## config.mk

```make
export PLATFORM = sky130hd
export DESIGN_NAME = rotary_count_ctrl_flat
export DESIGN_NICKNAME = d
export VERILOG_FILES = /design/src/rtl/rotary_count_if.sv /design/src/rtl/rotary_count_ctrl.sv /design/src/flat_wrapper.sv
export SDC_FILE = /design/constraint.sdc
export NUM_CORES = 1
export LEC_CHECK = 0
export BUFFER_PORTS_ARGS = -buffer_cell sky130_fd_sc_hd__buf_2
export CORE_UTILIZATION = 59
export CTS_CLUSTER_DIAMETER = 100
export DETAILED_ROUTE_END_ITERATION = 6
export PLACE_DENSITY_LB_ADDON = 0.15
export SETUP_SLACK_MARGIN = 0.4
export SYNTH_ARGS = -nofsm -noshare
export SYNTH_HDL_FRONTEND = slang
export SYNTH_SLANG_ARGS = --single-unit
```

## constraint.sdc

```tcl
create_clock -name clk_i -period 3.3 [get_ports clk_i]
set_input_delay 0.165 -clock clk_i [delete_from_list [all_inputs] [get_ports clk_i]]
set_output_delay 0.165 -clock clk_i [all_outputs]
set_load 0.05 [all_outputs]
```

## src/rtl/rotary_count_if.sv

```systemverilog
// Handshake bundle between the encoder filter / register block and rotary_count_ctrl.
// The master side drives events and control; the slave side returns the position state.
interface rotary_count_if #(
    parameter int unsigned CNT_W = 8
);
    logic             rotary_event;
    logic             rotary_left;
    logic             enable;
    logic             wrap_mode;
    logic             load;
    logic [CNT_W-1:0] load_value;
    logic             ack;
    logic [CNT_W-1:0] count;
    logic             changed;
    logic             last_left;
    logic             accel_active;

    modport master (
        output rotary_event, rotary_left, enable, wrap_mode, load, load_value, ack,
        input  count, changed, last_left, accel_active
    );

    modport slave (
        input  rotary_event, rotary_left, enable, wrap_mode, load, load_value, ack,
        output count, changed, last_left, accel_active
    );
endinterface

```

## src/rtl/rotary_count_ctrl.sv

```systemverilog
// Turns rotary detent pulses into a bounded position count with saturate/wrap,
// direct load, speed-based acceleration and a sticky changed flag.
module rotary_count_ctrl #(
    parameter int unsigned CNT_W        = 8,
    parameter int unsigned CNT_MIN      = 0,
    parameter int unsigned CNT_MAX      = 255,
    parameter int unsigned STEP         = 1,
    parameter int unsigned ACCEL_STEP   = 4,
    parameter int unsigned ACCEL_WINDOW = 500000,
    parameter int unsigned ACCEL_THRESH = 3
) (
    input logic          clk_i,
    input logic          rst_i,
    rotary_count_if.slave bus_io
);
    localparam int unsigned W1    = CNT_W + 1;
    localparam int unsigned GAP_W = $clog2(ACCEL_WINDOW + 1);
    localparam int unsigned RUN_W = $clog2(ACCEL_THRESH + 1);

    localparam logic [W1-1:0]    MIN_X   = W1'(CNT_MIN);
    localparam logic [W1-1:0]    MAX_X   = W1'(CNT_MAX);
    localparam logic [W1-1:0]    RANGE_X = W1'(CNT_MAX - CNT_MIN + 1);
    localparam logic [W1-1:0]    STEP_X  = W1'(STEP);
    localparam logic [W1-1:0]    ACCEL_X = W1'(ACCEL_STEP);
    localparam logic [GAP_W-1:0] GAP_MAX = GAP_W'(ACCEL_WINDOW);
    localparam logic [RUN_W:0]   RUN_THR = (RUN_W + 1)'(ACCEL_THRESH);

    typedef enum logic [0:0] {StSlow, StFast} state_e;

    state_e           state_q, state_d;
    logic [CNT_W-1:0] count_q, count_d;
    logic             changed_q, changed_d;
    logic             last_left_q, last_left_d;
    logic [GAP_W-1:0] gap_q, gap_d;
    logic [RUN_W-1:0] run_q, run_d;

    logic             accept;
    logic             is_fast;
    logic [W1-1:0]    cur, step, sum, ev_next, ld_ext, ld_next;
    logic [RUN_W:0]   run_inc;

    // One extra bit of headroom keeps sums and the left-side bound test alias-free.
    always_comb begin
        accept  = bus_io.rotary_event & bus_io.enable & ~bus_io.load;
        is_fast = (gap_q < GAP_MAX) && (bus_io.rotary_left == last_left_q);
        step    = (state_q == StFast) ? ACCEL_X : STEP_X;
        cur     = {1'b0, count_q};
        sum     = cur + step;
        ev_next = cur;
        if (!bus_io.rotary_left) begin
            if (sum > MAX_X) ev_next = bus_io.wrap_mode ? (sum - RANGE_X) : MAX_X;
            else             ev_next = sum;
        end else begin
            if (cur < MIN_X + step) ev_next = bus_io.wrap_mode ? (cur + RANGE_X - step) : MIN_X;
            else                    ev_next = cur - step;
        end
        ld_ext  = {1'b0, bus_io.load_value};
        if (ld_ext < MIN_X)      ld_next = MIN_X;
        else if (ld_ext > MAX_X) ld_next = MAX_X;
        else                     ld_next = ld_ext;
        run_inc = {1'b0, run_q} + (RUN_W + 1)'(1);
    end

    always_comb begin
        count_d     = count_q;
        changed_d   = changed_q;
        last_left_d = last_left_q;
        gap_d       = gap_q;
        run_d       = run_q;
        state_d     = state_q;

        if (bus_io.load) begin
            count_d = ld_next[CNT_W-1:0];
        end else if (accept) begin
            count_d     = ev_next[CNT_W-1:0];
            last_left_d = bus_io.rotary_left;
        end

        // A real count change beats a simultaneous ack.
        if (accept && (ev_next[CNT_W-1:0] != count_q)) changed_d = 1'b1;
        else if (bus_io.ack)                           changed_d = 1'b0;

        if (!bus_io.enable)         gap_d = GAP_MAX;
        else if (accept)            gap_d = '0;
        else if (gap_q < GAP_MAX)   gap_d = gap_q + GAP_W'(1);

        if (!bus_io.enable) begin
            state_d = StSlow;
            run_d   = '0;
        end else if (accept) begin
            unique case (state_q)
                StSlow: begin
                    if (is_fast) begin
                        if (run_inc <= RUN_THR) run_d = run_inc[RUN_W-1:0];
                        if (run_inc >= RUN_THR) state_d = StFast;
                    end else begin
                        run_d = RUN_W'(1);
                    end
                end
                StFast: begin
                    if (!is_fast) begin
                        state_d = StSlow;
                        run_d   = RUN_W'(1);
                    end
                end
                default: state_d = StSlow;
            endcase
        end else if ((state_q == StFast) && (gap_q >= GAP_MAX)) begin
            state_d = StSlow;
            run_d   = '0;
        end
    end

    always_ff @(posedge clk_i or posedge rst_i) begin
        if (rst_i) begin
            state_q     <= StSlow;
            count_q     <= CNT_W'(CNT_MIN);
            changed_q   <= 1'b0;
            last_left_q <= 1'b0;
            gap_q       <= GAP_MAX;
            run_q       <= '0;
        end else begin
            state_q     <= state_d;
            count_q     <= count_d;
            changed_q   <= changed_d;
            last_left_q <= last_left_d;
            gap_q       <= gap_d;
            run_q       <= run_d;
        end
    end

    assign bus_io.count        = count_q;
    assign bus_io.changed      = changed_q;
    assign bus_io.last_left    = last_left_q;
    assign bus_io.accel_active = (state_q == StFast);
endmodule

```

## src/flat_wrapper.sv

```systemverilog
// flat-port wrapper written by rule: the top's interface ports become plain ports
module rotary_count_ctrl_flat 
#(
    parameter int unsigned CNT_W        = 8,
    parameter int unsigned CNT_MIN      = 0,
    parameter int unsigned CNT_MAX      = 255,
    parameter int unsigned STEP         = 1,
    parameter int unsigned ACCEL_STEP   = 4,
    parameter int unsigned ACCEL_WINDOW = 500000,
    parameter int unsigned ACCEL_THRESH = 3
)
  (clk_i, rst_i, bus_io_rotary_event, bus_io_rotary_left, bus_io_enable, bus_io_wrap_mode, bus_io_load, bus_io_load_value, bus_io_ack, bus_io_count, bus_io_changed, bus_io_last_left, bus_io_accel_active);
  rotary_count_if #(.CNT_W(CNT_W)) bus_io_i ();
  input logic clk_i;
  input logic rst_i;
  input wire logic [$bits(bus_io_i.rotary_event)-1:0] bus_io_rotary_event;
  input wire logic [$bits(bus_io_i.rotary_left)-1:0] bus_io_rotary_left;
  input wire logic [$bits(bus_io_i.enable)-1:0] bus_io_enable;
  input wire logic [$bits(bus_io_i.wrap_mode)-1:0] bus_io_wrap_mode;
  input wire logic [$bits(bus_io_i.load)-1:0] bus_io_load;
  input wire logic [$bits(bus_io_i.load_value)-1:0] bus_io_load_value;
  input wire logic [$bits(bus_io_i.ack)-1:0] bus_io_ack;
  output wire logic [$bits(bus_io_i.count)-1:0] bus_io_count;
  output wire logic [$bits(bus_io_i.changed)-1:0] bus_io_changed;
  output wire logic [$bits(bus_io_i.last_left)-1:0] bus_io_last_left;
  output wire logic [$bits(bus_io_i.accel_active)-1:0] bus_io_accel_active;
  assign bus_io_i.rotary_event = bus_io_rotary_event;
  assign bus_io_i.rotary_left = bus_io_rotary_left;
  assign bus_io_i.enable = bus_io_enable;
  assign bus_io_i.wrap_mode = bus_io_wrap_mode;
  assign bus_io_i.load = bus_io_load;
  assign bus_io_i.load_value = bus_io_load_value;
  assign bus_io_i.ack = bus_io_ack;
  assign bus_io_count = bus_io_i.count;
  assign bus_io_changed = bus_io_i.changed;
  assign bus_io_last_left = bus_io_i.last_left;
  assign bus_io_accel_active = bus_io_i.accel_active;
  rotary_count_ctrl #(.CNT_W(CNT_W), .CNT_MIN(CNT_MIN), .CNT_MAX(CNT_MAX), .STEP(STEP), .ACCEL_STEP(ACCEL_STEP), .ACCEL_WINDOW(ACCEL_WINDOW), .ACCEL_THRESH(ACCEL_THRESH)) u_core (.clk_i(clk_i), .rst_i(rst_i), .bus_io(bus_io_i));
endmodule
```

### Word level (Yosys, flattened, before mapping)

Index checks and enable logic that the tools add are counted.

| word-level totals | value |
|---|---|
| bits of input ports | 16 |
| logic and storage cells | 63 |
| flip-flop bits (word level) | 32 |
| output and inout port bits | 11 |

| cells by class | value |
|---|---|
| order comparisons | 6 |
| equality and inequality tests | 6 |
| reductions and logical operators | 7 |
| bitwise logic cells | 4 |
| add/sub/neg operators | 7 |
| mux-type cells | 27 |

Operators with widths:

| cell | count |
|---|---|
| 19-bit 2-to-1 mux | 3 |
| 8-bit 2-to-1 mux | 7 |
| 19-bit by 1-bit adder with 19-bit output (second input constant) | 1 |
| 19-bit greater-or-equal comparator (second input constant) | 1 |
| 19-bit less-than comparator (second input constant) | 1 |
| 8-bit by 3-bit subtractor with 8-bit output | 2 |
| 2-bit 2-to-1 mux | 6 |
| 8-bit by 3-bit adder with 9-bit output | 1 |
| 9-bit by 8-bit greater-than comparator with 1-bit output (second input constant) | 1 |
| 8-bit by 9-bit less-than comparator with 1-bit output | 1 |
| 8-bit by 1-bit adder with 8-bit output (second input constant) | 1 |
| 1-bit 2-to-1 mux | 8 |
| 8-bit != test | 1 |
| 8-bit by 1-bit subtractor with 8-bit output (second input constant) | 1 |
| 3-bit by 1-bit != test with 1-bit output (second input constant) | 2 |
| 5-bit != test (second input constant) | 1 |
| 4-bit != test (second input constant) | 1 |
| 2-bit one-hot mux with 2 select lines | 1 |
| 2-bit nonzero test | 2 |
| 2-bit by 1-bit adder with 3-bit output (second input constant) | 1 |
| 3-bit by 2-bit greater-or-equal comparator with 1-bit output (second input constant) | 1 |
| 3-bit by 2-bit <= comparator with 1-bit output (second input constant) | 1 |
| 1-bit logical AND | 3 |
| 3-bit 2-to-1 mux | 1 |
| other kinds (6) | 8 |

### Depth between registers and ports, before layout

Gate-level depths: netlist of the first run.

| logic depth | value |
|---|---|
| word-level depth | 9 |
| depth in mapped cells | 9 |
| depth with buffers taken out | 9 |

### Least setup slack after synthesis of the first run

Ideal clock, no wire load.

| path | value |
|---|---|
| path type | register to register |
| start | register u_core.state_q (netlist: u_core.bus_io.accel_active) |
| end | register u_core.changed_q (netlist: u_core.bus_io.changed) |
| clock period less this slack | 2.708 ns |
| slack | 0.592 ns |
| setup time | 0.124 ns |
| required time | 3.176 ns |
| stages on the path, launching flop included | 10 |
| data arrival time | 2.584 ns |
| buffers on the path | 1 |
| cells stage by stage | dfrtp_1 -> inv_1 -> ha_1 -> buf_2 -> or3b_1 -> a31oi_1 -> nor3_1 -> o41ai_1 -> nor3_1 -> o31a_1 |

| between the ends | value |
|---|---|
| longest elaborated chain between the ends | 9 |
| elaborated cells on any way between the ends | 16 |
| those cells by class | add/sub (4); order compare (2); eq/ne (1); mux (7); reduce/logical (2) |

Ends and longest elaborated chain:

| item | line | RTL |
|---|---|---|
| start, declared | rotary_count_ctrl.sv:30 | `state_e state_q, state_d;` |
| start signal, assigned | rotary_count_ctrl.sv:116 | `state_q <= StSlow;` |
| start signal, assigned | rotary_count_ctrl.sv:123 | `state_q <= state_d;` |
| 3-bit 2-to-1 mux * | rotary_count_ctrl.sv:46 | `step = (state_q == StFast) ? ACCEL_X : STEP_X;` |
| 8-bit by 3-bit adder with 9-bit output | rotary_count_ctrl.sv:48 | `sum = cur + step;` |
| 8-bit by 1-bit subtractor with 8-bit output | rotary_count_ctrl.sv:51 | `if (sum > MAX_X) ev_next = bus_io.wrap_mode ? (sum - RANGE_X) : MAX_X;` |
| 8-bit 2-to-1 mux (2 in series) | rotary_count_ctrl.sv:51 |  |
| 8-bit 2-to-1 mux * | rotary_count_ctrl.sv:50 | `if (!bus_io.rotary_left) begin` |
| 8-bit != test * | rotary_count_ctrl.sv:80 | `if (accept && (ev_next[CNT_W-1:0] != count_q)) changed_d = 1'b1;` |
| 1-bit logical AND * | rotary_count_ctrl.sv:80 |  |
| 1-bit 2-to-1 mux / 2-bit nonzero test (equally long branches) | -- |  |
| end signal, assigned | rotary_count_ctrl.sv:125 | `changed_q <= changed_d;` |
| end, declared | rotary_count_ctrl.sv:32 | `logic changed_q, changed_d;` |

Mark *: on every way between the ends. The rest lies on a longest branch, timed or not.
A chain may end at the register's enable or synchronous reset.

### Worst setup path in the final report of the first run

Ends and elaborated chain as after synthesis.

==> results of run 1 <==
[layout make-up]
| type | count | share of cell area (%) |
|---|---|---|
| Clock buffer | 8 | 3.76 |
| Timing Repair Buffer | 29 | 5.74 |
| Tap cell | 48 | 2.26 |
| Multi-Input combinational cell | 219 | 55.7 |
| Sequential cell | 32 | 30.4 |
| Inverter | 15 | 2.12 |
[cells by family (layout without fill, tap and decap cells)]
family                   count (synthesis)  in the layout
adder cells (fa/ha/maj)                 10             10
buffers and inverters                   30             52
XOR/XNOR                                21             21
flip-flops                              32             32
multiplexers                            10             10
AO/OA/AOI/OAI                           68             68
AND/OR/NAND/NOR                        110            110
[registers in the layout, indices dropped and copies added (netlist names)]
name,cells
u_core.gap_q,19
u_core.bus_io.count,8
u_core.run_q,2
u_core.bus_io.accel_active,1
u_core.bus_io.changed,1
u_core.bus_io.last_left,1
[worst max-delay path: cells and delay by family, from the launching register on]
family / cells / cell delay (ns)
DFF: 1 / 0.45
buffers and inverters: 1 / 0.12
adders and majority gates: 1 / 0.46
AOI/OAI and AO/OA: 4 / 1.20
and+or+nand+nor: 2 / 0.37
[worst max-delay path by stage]
stage / from / to / cells past startpoint
2_1_floorplan: u_core.bus_io.accel_active / u_core.bus_io.changed / 9
3_3_place_gp: u_core.bus_io.accel_active / u_core.bus_io.changed / 8
3_5_place_dp: u_core.bus_io.accel_active / u_core.bus_io.changed / 8
4_1_cts: u_core.bus_io.accel_active / u_core.bus_io.changed / 8
5_1_grt: u_core.bus_io.accel_active / u_core.bus_io.changed / 8
6_report: u_core.bus_io.accel_active / u_core.bus_io.changed / 8
[stage by stage]
stage	utilization [%]	hold WS, ns	instance area, sq um	std cells
final	70.0	0.0919	2660	351
after global routing	70.0	0.104	2660	351
after global placement	67.2	0.372	2550	343
after detailed placement	67.2	0.381	2550	343
after CTS	69.9	0.0903	2650	351
after floorplan	-	0.276	2410	281
[cell usage in the layout (no fill, tap or decap), types with 3 or more instances in the layout]
master                     Yosys  layout
sky130_fd_sc_hd__a21oi_1      12      12
sky130_fd_sc_hd__xnor2_1      20      20
sky130_fd_sc_hd__o31ai_1       3       3
sky130_fd_sc_hd__buf_4         0       3
sky130_fd_sc_hd__ha_1         10      10
sky130_fd_sc_hd__nand4_1       5       5
sky130_fd_sc_hd__nor4_1        7       7
sky130_fd_sc_hd__o21ai_0      24      24
sky130_fd_sc_hd__a22oi_1       5       5
sky130_fd_sc_hd__inv_1        15      15
sky130_fd_sc_hd__dfstp_2       7       7
sky130_fd_sc_hd__o31a_1        3       3
sky130_fd_sc_hd__nand2b_1      6       6
sky130_fd_sc_hd__or3_1         3       3
sky130_fd_sc_hd__nor2b_1       4       4
sky130_fd_sc_hd__dfrtp_1      25      25
sky130_fd_sc_hd__and3b_1       3       3
sky130_fd_sc_hd__mux2i_1       8       8
sky130_fd_sc_hd__nor2_1       24      24
sky130_fd_sc_hd__clkbuf_8      0       7
sky130_fd_sc_hd__nand2_1      23      23
sky130_fd_sc_hd__a211oi_1      5       4
sky130_fd_sc_hd__buf_2         8      26
sky130_fd_sc_hd__nor3_1       16      16
sky130_fd_sc_hd__nand3_1       5       5
[power by group through the flow]
stage               registers [mW]  logic (mW)  clock network, mW
floorplan                    0.496       0.201                  0
global placement             0.459       0.300                  0
detailed placement           0.459       0.304                  0
CTS                          0.453       0.306              0.340
global route                 0.458       0.342              0.353
finish                       0.454       0.309              0.335
[metal layers]
layer	vias up	GRT usage (%)	wire length, um
li1	1056	-	-
met1	1018	40.6	2660
met2	85	42.6	2340
met3	7	4.66	406
met4	0	5.85	39
met5	-	0	0
[repair_timing]
item	CTS	global route
endpoints found under the setup margin	0	2
resized for setup	0	2
setup buffers	0	0
==> Implementation_results.wiki, run 1 <==
{| class="wikitable"
! Metric !! Value
|-
| Multi-input logic area || 1480 sq um
|-
| Post-synthesis mux area share || 4.25%
|-
| Clock Skews || 0.00955 ns
|-
| Hold buffer count at CTS || 0
|-
| Boundary pin count || 27
|-
| Maximum resistive drop on vdd || 311 uV
|-
| Maximum Capacitance Violations || 0
|-
| Min-Delay Startpoint || bus_io_load_value[4]
|-
| Area of the die || 4350 sq um
|-
| Net count reported at finish || 328
|-
| Clock slew at reported path FFs || 0.07 ns
|-
| Final Cycle Share || 82.0%
|-
| XOR/XNOR Fraction of Synth Area || 7.62%
|-
| 1st-pass router iterations || 4
|-
| Effective utilization at floorplan || 63.6%
|-
| Mapped Area || 2410 sq um
|-
| Complex-gate fraction of the synthesized area || 19.7%
|-
| R2r startpoint || u_core.bus_io.accel_active
|-
| Proportion of total power due to net switching || 34.4%
|-
| Clock network latency to the later pin of the worst-skew pair || 0.29 ns
|-
| Most numerous cell types in the synthesized netlist || 25 x sky130_fd_sc_hd__dfrtp_1, 24 x sky130_fd_sc_hd__nor2_1, 24 x sky130_fd_sc_hd__o21ai_0
|-
| Max FO, Critical Path || 11
|-
| End point of the worst hold path || u_core.bus_io.count[4]
|-
| Final period demand of the worst path || 2.71 ns
|-
| Synthesis-to-layout area growth || 10.2%
|-
| Combinational fraction of design power || 28.1%
|-
| Flop pwr share || 41.3%
|-
| Worst-path cell chain || inv_1 > ha_1 > nand2b_1 > a2111oi_4 > a21bo_2 > o2111a_1 > nor3_1 > o31a_1
|-
| Critical Path RT || 3.46 ns
|-
| Top achievable clock speed || 369 MHz
|-
| Maximum number of pins on one net before global-route repair || 28
|-
| Number of nets still failing antenna checks after routing || 0
|-
| Clock tree root buffer cell || sky130_fd_sc_hd__clkbuf_8
|-
| Worst slew margin relative to its limit || 33.4%
|-
| Routed via count divided by cell count || 6.17
|-
| Die Height || 66.0 um
|-
| Final setup violating endpoints || 0
|-
| Number of fill cells || 302
|-
| Vias after detailed routing || 2,166
|-
| Power share of the clock group || 30.5%
|-
| Global-route wire length before repair || 9280 um
|-
| Worst reg2reg setup slack || 0.59 ns
|-
| DRC violation count after routing || 0
|-
| Number of synthesized register bits || 32
|-
| Fraction of registers with async set or reset after synthesis || 100%
|-
| Type of element capturing the critical path || flop
|-
| Adder-cell share of the synthesized area || 5.18%
|-
| Placement-stage worst setup slack || 0.638 ns
|-
| Cell type contributing the most total cell area after synthesis || sky130_fd_sc_hd__dfrtp_1
|-
| Horizontal die dimension || 66.0 um
|-
| Number of slew-limit violations in the final report || 0
|-
| Syn Inst Count || 281
|-
| Actual transition at the worst max-transition pin || 0.998 ns
|-
| Count of warnings emitted by yosys || 0
|-
| Slack of the critical path || 0.593 ns
|-
| Number of port buffers || 26
|-
| Crit Path Class || flop to flop
|-
| Count of unique library cells instantiated by Yosys || 52
|-
| Power density over the cells || 413 nW/um^2
|-
| Arrival time reported for the critical path endpoint || 2.87 ns
|-
| Sequential share of the synthesized area || 33.5%
|-
| ANT cells || 0
|-
| Internal power summed over all cells || 0.720 mW
|-
| Final total power || 1.10 mW
|-
| Core Footprint || 3800 sq um
|-
| RSZ-0062 raised after global routing || no
|-
| Number of global-route vias before repair || 1,976
|-
| HP Class || input port to flop
|-
| Most common cell in the netlist || sky130_fd_sc_hd__dfrtp_1
|-
| Fraction of final layout cells sized beyond drive strength 1 || 17.5%
|-
| Endpoint of the most critical register-to-register path || u_core.bus_io.changed
|-
| TritonCTS clock tree || yes
|-
| Reg2Reg Depth || 8
|-
| Seq. cell area || 810 sq um
|-
| Number of buffers created by CTS || 5
|-
| CTS sink cnt || 32
|-
| CTS Buffer Depth || 2
|-
| Maximum single-stage delay on the critical path || 0.48 ns
|-
| Main synth FF type || sky130_fd_sc_hd__dfrtp_1
|-
| Antenna violations before repair || 0
|-
| Post-DR wirelength/cell || 15.5 um
|-
| Cell depth of the worst hold path || 3
|-
| Weighted congestion reported at the end of routability-driven placement || 0.921
|-
| Total net switching power || 0.378 mW
|-
| Area share of the largest cell type after synthesis || 25.9%
|-
| Master of the slowest instance on the critical path || sky130_fd_sc_hd__a2111oi_4
|-
| Total congestion overflow after global routing || 0
|-
| Mapped Avg Cell Area || 8.59 sq um
|-
| Count of standard-cell rows || 22
|-
| Crit start category || flop
|-
| Aggregate routed wire length || 5450 um
|-
| Synthesized net count || 307
|-
| Global-route total usage across every layer || 27.7%
|-
| Area contributors post-synth || sky130_fd_sc_hd__dfrtp_1 26%, sky130_fd_sc_hd__dfstp_2 7.6%, sky130_fd_sc_hd__xnor2_1 7.3%, sky130_fd_sc_hd__ha_1 5.2%, sky130_fd_sc_hd__o21ai_0 5.0%
|-
| Total count of hold-check failures in the final report || 0
|-
| Status || completed
|-
| Leakage dissipation || 1.08 nW
|-
| DR iter-0 viols || 225
|-
| Number of synthesized flops with an enable pin || 0
|-
| H-tree levels || 2
|-
| Post-Synth Simple-Gate Area || 24.3%
|-
| Largest family of logic cells by synthesized area || simple AND/OR/NAND/NOR gates
|-
| Detailed placer's ending HPWL || 3840 um
|-
| TNS Setup || 0 ns
|}
No activity file was read; power rests on OpenSTA's default activity.
==> run 2, diff against run 1 <==
Clock period 3.3 ns to 2.6 ns, I/O delays scaled along.
==> run 2 against run 1 <==
  * Register-to-register slack got worse by 0.30 ns
  * Critical path depth stayed put
  * Count of clock-buffer cells in the layout fell by 1
  * Final cell count grew 5.4%
  * Cell area increased by 12%
  * Clock skew decreased by 0.0051 ns
  * Flip-flop and latch count stayed put
  * Clock power rose by 22%
  * Global-route usage rose by 4.6 points
  * Maximum frequency grew 17%
  * Die area unchanged
  * Wire length increased by 25%
  * Critical path type unchanged
  * Largest power group unchanged
==> Implementation_results.wiki, run 2 (synthesis results as in run 1) <==
{| class="wikitable"
! Metric !! Value
|-
| Detailed placer's ending HPWL || 4200 um (+9.5%)
|-
| Top achievable clock speed || 433 MHz (+17%)
|-
| Commonest non-fill, non-tap cell in the layout || sky130_fd_sc_hd__buf_2
|-
| Final standard cell utilization of the core || 78.2% (+8.2 points)
|-
| Worst slew margin relative to its limit || 68.0% (+35 points)
|-
| Antenna violations before repair || 0 (unchanged)
|-
| Arrival time reported for the critical path endpoint || 2.49 ns (-0.38 ns)
|-
| Core Footprint || 3800 sq um (unchanged)
|-
| Final Cycle Share || 88.9% (+6.9 points)
|-
| Number of slew-limit violations in the final report || 0 (unchanged)
|-
| Crit start category || flop
|-
| HP Class || input port to flop
|-
| Maximum resistive drop on vdd || 444 uV (+43%)
|-
| Final setup violating endpoints || 0 (unchanged)
|-
| Number of buffers created by CTS || 5 (unchanged)
|-
| Cell depth of the worst hold path || 3 (unchanged)
|-
| DRC violation count after routing || 0 (unchanged)
|-
| TritonCTS clock tree || yes
|-
| RSZ-0062 raised after global routing || yes
|-
| Global-route wire length before repair || 10,500 um (+14%)
|-
| Leading cell types in the layout, fill and taps excluded || 26 x sky130_fd_sc_hd__buf_2, 24 x sky130_fd_sc_hd__o21ai_0, 24 x sky130_fd_sc_hd__nor2_1
|-
| Global-route total usage across every layer || 32.2% (+4.6 points)
|-
| Number of fill cells || 270 (-11%)
|-
| Power share of the clock group || 27.6% (-2.9 points)
|-
| Total count of hold-check failures in the final report || 0 (unchanged)
|-
| Number of flip-flops in the largest register || 19 (unchanged)
|-
| Combinational fraction of design power || 33.7% (+5.6 points)
|-
| H-tree levels || 2 (unchanged)
|-
| Number of port buffers || 26 (unchanged)
|-
| Power density over the cells || 499 nW/um^2 (+21%)
|-
| Routed via count divided by cell count || 6.51 (+5.6%)
|-
| Clock slew at reported path FFs || 0.07 ns (about the same)
|-
| Effective utilization at floorplan || 63.6% (unchanged)
|-
| TNS Setup || 0 ns (unchanged)
|-
| Clock tree root buffer cell || sky130_fd_sc_hd__clkbuf_8
|-
| CTS sink cnt || 32 (unchanged)
|-
| Total congestion overflow after global routing || 0 (unchanged)
|-
| Actual transition at the worst max-transition pin || 0.479 ns (-0.519 ns)
|-
| Clock Skews || 0.00448 ns (-0.00506 ns)
|-
| Horizontal die dimension || 66.0 um (unchanged)
|-
| Maximum Capacitance Violations || 0 (unchanged)
|-
| Clock network latency to the later pin of the worst-skew pair || 0.29 ns (about the same)
|-
| Area of the die || 4350 sq um (unchanged)
|-
| Flop pwr share || 38.7% (-2.6 points)
|-
| 1st-pass router iterations || 5 (+1)
|-
| Boundary pin count || 27 (unchanged)
|-
| CTS Buffer Depth || 2 (unchanged)
|-
| Proportion of total power due to net switching || 36.6% (+2.1 points)
|-
| Internal power summed over all cells || 0.940 mW (+31%)
|-
| Net count reported at finish || 347 (+5.8%)
|-
| Reg2Reg Depth || 8 (unchanged)
|-
| Crit Path Class || flop to flop
|-
| Fraction of final layout cells sized beyond drive strength 1 || 30.7% (+13 points)
|-
| Hold Worst Slack || 0.0332 ns (-0.0588 ns)
|-
| DR iter-0 viols || 267 (+19%)
|-
| Critical Path RT || 2.78 ns (-0.68 ns)
|-
| Type of element capturing the critical path || flop
|-
| Status || completed
|-
| Synthesis-to-layout area growth || 23.1%
|-
| Final period demand of the worst path || 2.31 ns (-0.396 ns)
|-
| Post-DR wirelength/cell || 18.4 um (+19%)
|-
| Die Height || 66.0 um (unchanged)
|-
| ANT cells || 0 (unchanged)
|-
| Aggregate routed wire length || 6820 um (+25%)
|-
| Maximum number of pins on one net before global-route repair || 33 (+18%)
|-
| Weighted congestion reported at the end of routability-driven placement || 0.944 (+2.5%)
|-
| Vias after detailed routing || 2,410 (+11%)
|-
| Max FO, Critical Path || 3 (-8)
|-
| Number of nets still failing antenna checks after routing || 0 (unchanged)
|-
| Count of standard-cell rows || 22 (unchanged)
|-
| Reg with most FFs || u_core.gap_q
|-
| Total net switching power || 0.542 mW (+43%)
|-
| Number of global-route vias before repair || 2,293 (+16%)
|-
| Leakage dissipation || 1.19 nW (+10%)
|}
-- run 2: cell types whose count changed in the layout (fill, tap and decap cells not counted), moves of 3 or more --
cell	before	now
sky130_fd_sc_hd__dfrtp_2	0	4
sky130_fd_sc_hd__dfrtp_1	25	21
sky130_fd_sc_hd__a21oi_2	0	3
sky130_fd_sc_hd__ha_4	0	4
sky130_fd_sc_hd__a21oi_1	12	9
sky130_fd_sc_hd__ha_1	10	5
sky130_fd_sc_hd__buf_4	3	21
-- run 2: per-layer routing --
metal  track usage (%)  wire length (um)
met4              12.2               181
met2              53.1              3260
met3              7.59               484
met1              40.7              2890
met5                 0                 0
-- run 2: cell type report --
type	count	area, sq um	share of cell area (%)
Clock buffer	7	86.3	2.91
Clock inverter	1	7.51	0.253
Inverter	15	58.8	1.98
Multi-Input combinational cell	219	1650	55.4
Sequential cell	32	815	27.4
Tap cell	48	60.1	2.02
Timing Repair Buffer	48	298	10.0
-- run 2: through the flow --
step	total power [mW]	area, sq um	std cells	setup slack (ns)
3_3_place_gp	0.985	2620	349	0.160
6_report	1.48	2970	370	0.288
4_1_cts	1.45	2890	368	0.362
3_5_place_dp	0.993	2620	349	0.141
5_1_grt	1.55	2970	370	0.242
2_1_floorplan	0.890	2430	281	0.186
-- run 2: critical path, stage by stage, from the launching register on --
cell and delay (ns):
sky130_fd_sc_hd__dfrtp_2 0.44, sky130_fd_sc_hd__ha_4 0.18, sky130_fd_sc_hd__ha_4 0.16, sky130_fd_sc_hd__or3b_4 0.41, sky130_fd_sc_hd__a31oi_4 0.17, sky130_fd_sc_hd__nor3_2 0.08, sky130_fd_sc_hd__o41ai_2 0.34, sky130_fd_sc_hd__nor3_1 0.12
sky130_fd_sc_hd__o31a_1 0.29
-- run 2: worst paths after layout --
path	start	to	slack, ns
max	u_core.bus_io.count[0]	u_core.bus_io.changed	0.29
min	bus_io_load_value[6]	u_core.bus_io.count[6]	0.03
max reg2reg	u_core.bus_io.count[0]	u_core.bus_io.changed	0.29
min reg2reg	u_core.bus_io.last_left	u_core.bus_io.last_left	0.54
max in group asynchronous	rst_i	u_core.gap_q[5]	1.81
min in group asynchronous	rst_i	u_core.bus_io.last_left	0.46
-- run 2: power by group through the flow --
stage	sequential, mW	clock [mW]	combinational, mW
2_1_floorplan	0.630	0	0.260
3_3_place_gp	0.581	0	0.404
3_5_place_dp	0.582	0	0.411
4_1_cts	0.572	0.415	0.459
5_1_grt	0.577	0.439	0.537
6_report	0.573	0.410	0.499
-- run 2: timing repair --
item | 4_1_cts | 5_1_grt
hold buffers | 1 | 0
endpoints found under the setup margin | 7 | 12
resized for setup | 18 | 13
setup buffers | 10 | 2
endpoints found under the hold margin | 25 | 0
pin swaps | 8 | 4
